===== src/rtl/uart_rx.sv =====
// uart_rx -- 8N1 UART receiver with 16x (configurable) oversampling.
//
// The asynchronous rx pin is brought into the clk domain through a two-flop
// synchroniser. A start bit is confirmed at its middle. Each following bit is
// then sampled once per bit period, also at mid-bit. A completed byte is held,
// together with its status flags, until the core pops it with rd_en.
//
// Optional feature macro: UART_RX_PARITY_EN
//   defined   -> 8E1 frames. One even-parity bit follows data bit 7 and is
//                checked into parity_err.
//   undefined -> 8N1 frames. parity_err is tied to 0.
//
// Parameters
//   CLK_FREQ    system clock frequency in Hz
//   BAUD_RATE   line rate in bits/s
//   OVERSAMPLE  sample ticks per bit (even, >= 8)
//
// Ports
//   clk         system clock; all logic runs on posedge
//   rst         synchronous, active-high reset
//   rx          asynchronous serial input, idle high
//   rd_en       pop the held byte; ignored while read_ready = 0
//   data        held byte, LSB = first bit received
//   read_ready  held byte valid
//   frame_err   held byte was received with stop bit = 0
//   overrun     sticky: a byte was dropped because the holding register was full
//   busy        a frame is being received
//   parity_err  held byte failed even parity (parity build only, else 0)

module uart_rx #(
    parameter int CLK_FREQ   = 50_000_000,
    parameter int BAUD_RATE  = 115_200,
    parameter int OVERSAMPLE = 16
) (
    input  logic       clk,
    input  logic       rst,
    input  logic       rx,
    input  logic       rd_en,
    output logic [7:0] data,
    output logic       read_ready,
    output logic       frame_err,
    output logic       overrun,
    output logic       busy,
    output logic       parity_err
);

    // Clocks per oversample tick. Clamped to 1 so that very slow system clocks
    // still produce a tick on every cycle.
    localparam int DIV_RAW = CLK_FREQ / (BAUD_RATE * OVERSAMPLE);
    localparam int DIV     = (DIV_RAW < 1) ? 1 : DIV_RAW;
    localparam int TW      = (DIV > 1) ? $clog2(DIV) : 1;
    localparam int SW      = $clog2(OVERSAMPLE);

    localparam logic [TW-1:0] TICK_LAST = TW'(DIV - 1);
    localparam logic [SW-1:0] SAMP_LAST = SW'(OVERSAMPLE - 1);
    localparam logic [SW-1:0] SAMP_HALF = SW'(OVERSAMPLE / 2 - 1);

    typedef enum logic [2:0] {
        IDLE,
        START,
        DATA,
`ifdef UART_RX_PARITY_EN
        PARITY,
`endif
        STOP
    } state_t;

    state_t        state;
    state_t        state_nxt;
    logic          brk;
    logic          brk_nxt;

    logic          rx_meta;
    logic          rx_s;

    logic [TW-1:0] tick_cnt;
    logic [SW-1:0] samp_cnt;
    logic [2:0]    bit_cnt;
    logic [7:0]    shift;

    logic          tick;
    logic          half_smp;
    logic          bit_smp;
    logic          frame_done;
    logic          load;
    logic          drop;
    logic          pop;

    // Two-flop synchroniser. Both flops reset to the idle line level so that
    // reset does not look like a start bit.
    always_ff @(posedge clk) begin
        if (rst) begin
            rx_meta <= 1'b1;
            rx_s    <= 1'b1;
        end else begin
            rx_meta <= rx;
            rx_s    <= rx_meta;
        end
    end

    // Oversample tick. The counter is held at 0 in IDLE, so every frame starts
    // with a freshly aligned tick phase.
    assign tick     = (state != IDLE) && (tick_cnt == TICK_LAST);
    assign half_smp = tick && (samp_cnt == SAMP_HALF);
    assign bit_smp  = tick && (samp_cnt == SAMP_LAST);

    always_ff @(posedge clk) begin
        if (rst || state == IDLE) begin
            tick_cnt <= '0;
        end else if (tick) begin
            tick_cnt <= '0;
        end else begin
            tick_cnt <= tick_cnt + 1'b1;
        end
    end

    // Ticks within the current bit. In START the counter wraps at half a bit,
    // so that every later sample lands in the middle of its bit.
    always_ff @(posedge clk) begin
        if (rst || state == IDLE) begin
            samp_cnt <= '0;
        end else if ((state == START) ? half_smp : bit_smp) begin
            samp_cnt <= '0;
        end else if (tick) begin
            samp_cnt <= samp_cnt + 1'b1;
        end
    end

    always_ff @(posedge clk) begin
        if (rst || state == IDLE) begin
            bit_cnt <= '0;
            shift   <= '0;
        end else if (state == DATA && bit_smp) begin
            bit_cnt <= bit_cnt + 1'b1;
            shift   <= {rx_s, shift[7:1]};
        end
    end

`ifdef UART_RX_PARITY_EN
    logic par_bit;
    logic par_err_q;

    always_ff @(posedge clk) begin
        if (rst) begin
            par_bit <= 1'b0;
        end else if (state == PARITY && bit_smp) begin
            par_bit <= rx_s;
        end
    end
`endif

    always_ff @(posedge clk) begin
        if (rst) begin
            state <= IDLE;
            brk   <= 1'b0;
        end else begin
            state <= state_nxt;
            brk   <= brk_nxt;
        end
    end

    // brk marks a frame whose stop bit was 0. The frame has already been
    // delivered, but the receiver stays in STOP until the line returns high.
    // This keeps a held-low line from being read as a string of zero bytes.
    always_comb begin
        state_nxt = state;
        brk_nxt   = brk;
        case (state)
            IDLE: begin
                brk_nxt = 1'b0;
                if (!rx_s) begin
                    state_nxt = START;
                end
            end
            START: begin
                if (half_smp) begin
                    state_nxt = rx_s ? IDLE : DATA;
                end
            end
            DATA: begin
                if (bit_smp && bit_cnt == 3'd7) begin
`ifdef UART_RX_PARITY_EN
                    state_nxt = PARITY;
`else
                    state_nxt = STOP;
`endif
                end
            end
`ifdef UART_RX_PARITY_EN
            PARITY: begin
                if (bit_smp) begin
                    state_nxt = STOP;
                end
            end
`endif
            STOP: begin
                if (brk) begin
                    if (rx_s) begin
                        state_nxt = IDLE;
                        brk_nxt   = 1'b0;
                    end
                end else if (bit_smp) begin
                    if (rx_s) begin
                        state_nxt = IDLE;
                    end else begin
                        brk_nxt = 1'b1;
                    end
                end
            end
            default: begin
                state_nxt = IDLE;
                brk_nxt   = 1'b0;
            end
        endcase
    end

    // A pop on the completion cycle frees the holding register in time for
    // the new byte, so that case loads instead of overrunning.
    assign frame_done = (state == STOP) && !brk && bit_smp;
    assign pop        = rd_en && read_ready;
    assign load       = frame_done && (!read_ready || rd_en);
    assign drop       = frame_done && read_ready && !rd_en;

    always_ff @(posedge clk) begin
        if (rst) begin
            data       <= '0;
            read_ready <= 1'b0;
            frame_err  <= 1'b0;
            overrun    <= 1'b0;
        end else begin
            if (load) begin
                data       <= shift;
                read_ready <= 1'b1;
                frame_err  <= ~rx_s;
            end else if (pop) begin
                read_ready <= 1'b0;
                frame_err  <= 1'b0;
            end
            if (drop) begin
                overrun <= 1'b1;
            end else if (pop) begin
                overrun <= 1'b0;
            end
        end
    end

`ifdef UART_RX_PARITY_EN
    always_ff @(posedge clk) begin
        if (rst) begin
            par_err_q <= 1'b0;
        end else if (load) begin
            par_err_q <= (^shift) ^ par_bit;
        end else if (pop) begin
            par_err_q <= 1'b0;
        end
    end

    assign parity_err = par_err_q;
`else
    assign parity_err = 1'b0;
`endif

    assign busy = (state != IDLE);

endmodule

===== config.mk =====
export PLATFORM = sky130hd
export DESIGN_NAME = uart_rx
export DESIGN_NICKNAME = d
export VERILOG_FILES = /design/src/rtl/uart_rx.sv
export SDC_FILE = /design/constraint.sdc
export NUM_CORES = 1
export LEC_CHECK = 0
export CAP_MARGIN = 0
export CORE_ASPECT_RATIO = 1.2
export CORE_UTILIZATION = 45
export DETAILED_ROUTE_END_ITERATION = 12
export PLACE_DENSITY = 0.8
export SLEW_MARGIN = 20
export SYNTH_ARGS = -nofsm -noshare
export SYNTH_HDL_FRONTEND = slang
export SYNTH_SLANG_ARGS = --single-unit
export TNS_END_PERCENT = 5

===== constraint.sdc =====
create_clock -name clk -period 2.1 [get_ports clk]
set_input_delay 0.21 -clock clk [delete_from_list [all_inputs] [get_ports clk]]
set_output_delay 0.21 -clock clk [all_outputs]
set_load 0.02 [all_outputs]

==> impl_metrics.ini <==
[floorplan]
core_mm2 = 0.00337
die_h_um = 67.1
io_pins = 17
die_w_um = 56.2
dieArea_mm2 = 0.00377
start_util_pct = 47.2
num_rows = 23

[worst_setup_path]
crit_chain = inv_1 > ha_1 > nand3b_4 > o32ai_2 > o211ai_1 > or4b_1 > a21oi_1
rrSetupSlack_ns = 0.05
cp_data_required_time_ns = 2.31
crit_path_max_fanout = 5
crit_family = simple AND/OR/NAND/NOR gates
max_stage_delay_ns = 0.53
slowest_stage = or4b_1
path_depth = 7
critPathBufInv = 1
endpoint_kind = register
start_kind = register
worstRegToRegCells = 7
crit_type = register to register
cp.arrival_ns = 2.26

[power_and_ir_drop]
p_leak_nw = 0.749
swShare_pct = 24.0
p_per_area_mw_per_mm2 = 694
power.share.clock_pct = 37.6
seq_power_share_pct = 52.9
vdd_drop_max_uv = 546
p_int_w = 0.00101
p_switching_w = 0.000318
combPwrFrac_pct = 9.5

[global_routing]
grt_use_total_pct = 18.4
busiest_layer = met2
grt_pass1_wl_mm = 5.17
grtUsageMet2_pct = 31.3
grt_max_degree = 18
grt_pass1_vias = 1202
antenna_found_initial = 0
grt_util_met1_pct = 19.2
grtUsageMet3_pct = 5.83
grt_overflow = 0

[synth]
syn_area_mm2 = 0.00159
synth_nets = 186
synth_area_leaders = dfxtp_1 45%, ha_1 7.9%, mux2i_1 5.7%
synthCells = 172
synthTopCellsByCount = 36 x dfxtp_1, 22 x nor2_1, 17 x a21oi_1
avgSynthCellArea_um2 = 9.23
synth.top_cell.area_share_pct = 45.4
yosys_most_used_dff = dfxtp_1
ys_types = 35
synthArstFlopShare_pct = 0
synth.yosys.seq_area_share_pct = 45.4
yosysWarnings = 0
yosys.area.top_type = dfxtp_1
ys_ff_latch = 36
synth_most_common_cell = dfxtp_1
synth-edff-count = 0

[sta]
finalHoldViolations = 0
fin_crit_ns = 2.05
period_share_pct = 97.7
timing.hold.ws_ns = 0.418
skew_ns = 0.00488
drv_slew = 0
setup_viol = 0
final.setup.tns_ns = 0
max_freq_mhz = 488

[cts]
cts.clk_slew.worst_paths_ns = 0.07
cts_tree = done
cts_root_buf = clkbuf_8
numCtsBuffers = 5
clockBufferDepth = 2
clkLatencyLatePin_ns = 0.29
cts_sinks = 36
h-tree-depth = 2

[final_layout]
fin_area_mm2 = 0.00191
synthToLayoutAreaGrowth_pct = 20.4
num-nets-final = 206
drive_gt1_share_pct = 14.0
diodes = 0

[route]
drc_errors = 0
via_per_inst = 5.28
dr.pass1.iters = 4
wl_mm = 2.95
wl_per_cell_um = 12.8
route.vias.total = 1215
drt_iter0_drc = 14
drtAntennaViolNets = 0

[place]
dpl.hpwl_mm = 2.05
placed_cell_area_mm2 = 0.00180
gp_congestion = 0.799
io_buffers = 15

[status]
status = finished clean

[min_path]
hold_path_depth = 1
hold_class = register to register

[run]
drv_cap = 0
## routing by layer
metal / wire (um) / up-vias
met5: 0 / -
met4: 115 / 0
met3: 90 / 10
met2: 1480 / 18
met1: 1260 / 563
li1: - / 624
## sequential cells by signal, summed over array words and instances, names as in the netlist
signal,cells
read_ready,1
rx_meta,1
samp_cnt,4
bit_cnt,3
data,8
tick_cnt,5
shift,8
overrun,1
rx_s,1
brk,1
state,2
frame_err,1
## placed cells by master (no fill, tap or decap), types with 4 or more instances in the layout
cell type	synthesis	layout
ha_1	10	10
mux2i_1	9	9
clkbuf_8	0	6
nand2_1	13	13
dfxtp_1	36	34
inv_1	6	6
a21oi_1	17	17
buf_4	1	4
clkdlybuf4s50_1	0	15
nand3_1	11	11
nor2_1	22	22
xor2_1	5	5
## power groups by stage
stage / Sequential, W / Clock [W] / Combinational (W)
2_1_floorplan: 0.000714 / 0 / 0.0000847
3_3_place_gp: 0.000716 / 0 / 0.000120
3_5_place_dp: 0.000716 / 0 / 0.000124
4_1_cts: 0.000702 / 0.000521 / 0.000125
5_1_grt: 0.000702 / 0.000555 / 0.000139
6_report: 0.000702 / 0.000499 / 0.000126
## timing repair
action	CTS	global route
gates resized for setup	2	3
hold buffers	0	0
cloned	0	0
setup buffers	0	0
setup endpoints to repair	1	2
pin swaps	0	1
endpoints found under the hold margin	0	0
## per-stage QoR
| stage | setup WS [ns] | std cells | util (%) | power (W) |
|---|---|---|---|---|
| after global routing | -0.0163 | 230 | 56.8 | 0.00140 |
| final | 0.0491 | 230 | 56.8 | 0.00133 |
| after CTS | 0.0554 | 230 | 56.4 | 0.00135 |
| after detailed placement | 0.00655 | 222 | 53.6 | 0.000840 |
| after global placement | 0.114 | 222 | 53.6 | 0.000836 |
| after floorplan | 0.107 | 172 | - | 0.000799 |
## cells by family (layout without fill, tap and decap cells)
kind of cell | count (synthesis) | after routing | share of synthesized area, %
flops | 36 | 36 | 45.4
buf+inv | 14 | 35 | 3.55
fa+ha+maj | 10 | 10 | 7.88
mux | 9 | 9 | 5.67
compound gates | 25 | 25 | 9.38
other cells | 1 | 1 | 0.236
simple gates | 69 | 69 | 23.5
xor+xnor | 8 | 8 | 4.41
## worst paths after layout
check / from / endpoint
worst max-delay path: state[0]$_SDFFE_PP0P_ / state[1]$_SDFFE_PP0P_
worst min register to register: rx_meta$_SDFF_PP1_ / rx_s$_SDFF_PP1_
worst max register to register: state[0]$_SDFFE_PP0P_ / state[1]$_SDFFE_PP0P_
worst min-delay path: rx_meta$_SDFF_PP1_ / rx_s$_SDFF_PP1_
## final cells by class
class / instances / area [um^2]
flip-flops and latches: 36 / 728
clock inverters: 2 / 10.0
fillers: 305 / 1460
clock buffers: 6 / 82.6
inverters: 7 / 26.3
repair buffers: 20 / 200
well taps: 37 / 46.3
multi-input cells: 122 / 818
No activity file was read; power rests on OpenSTA's default activity.
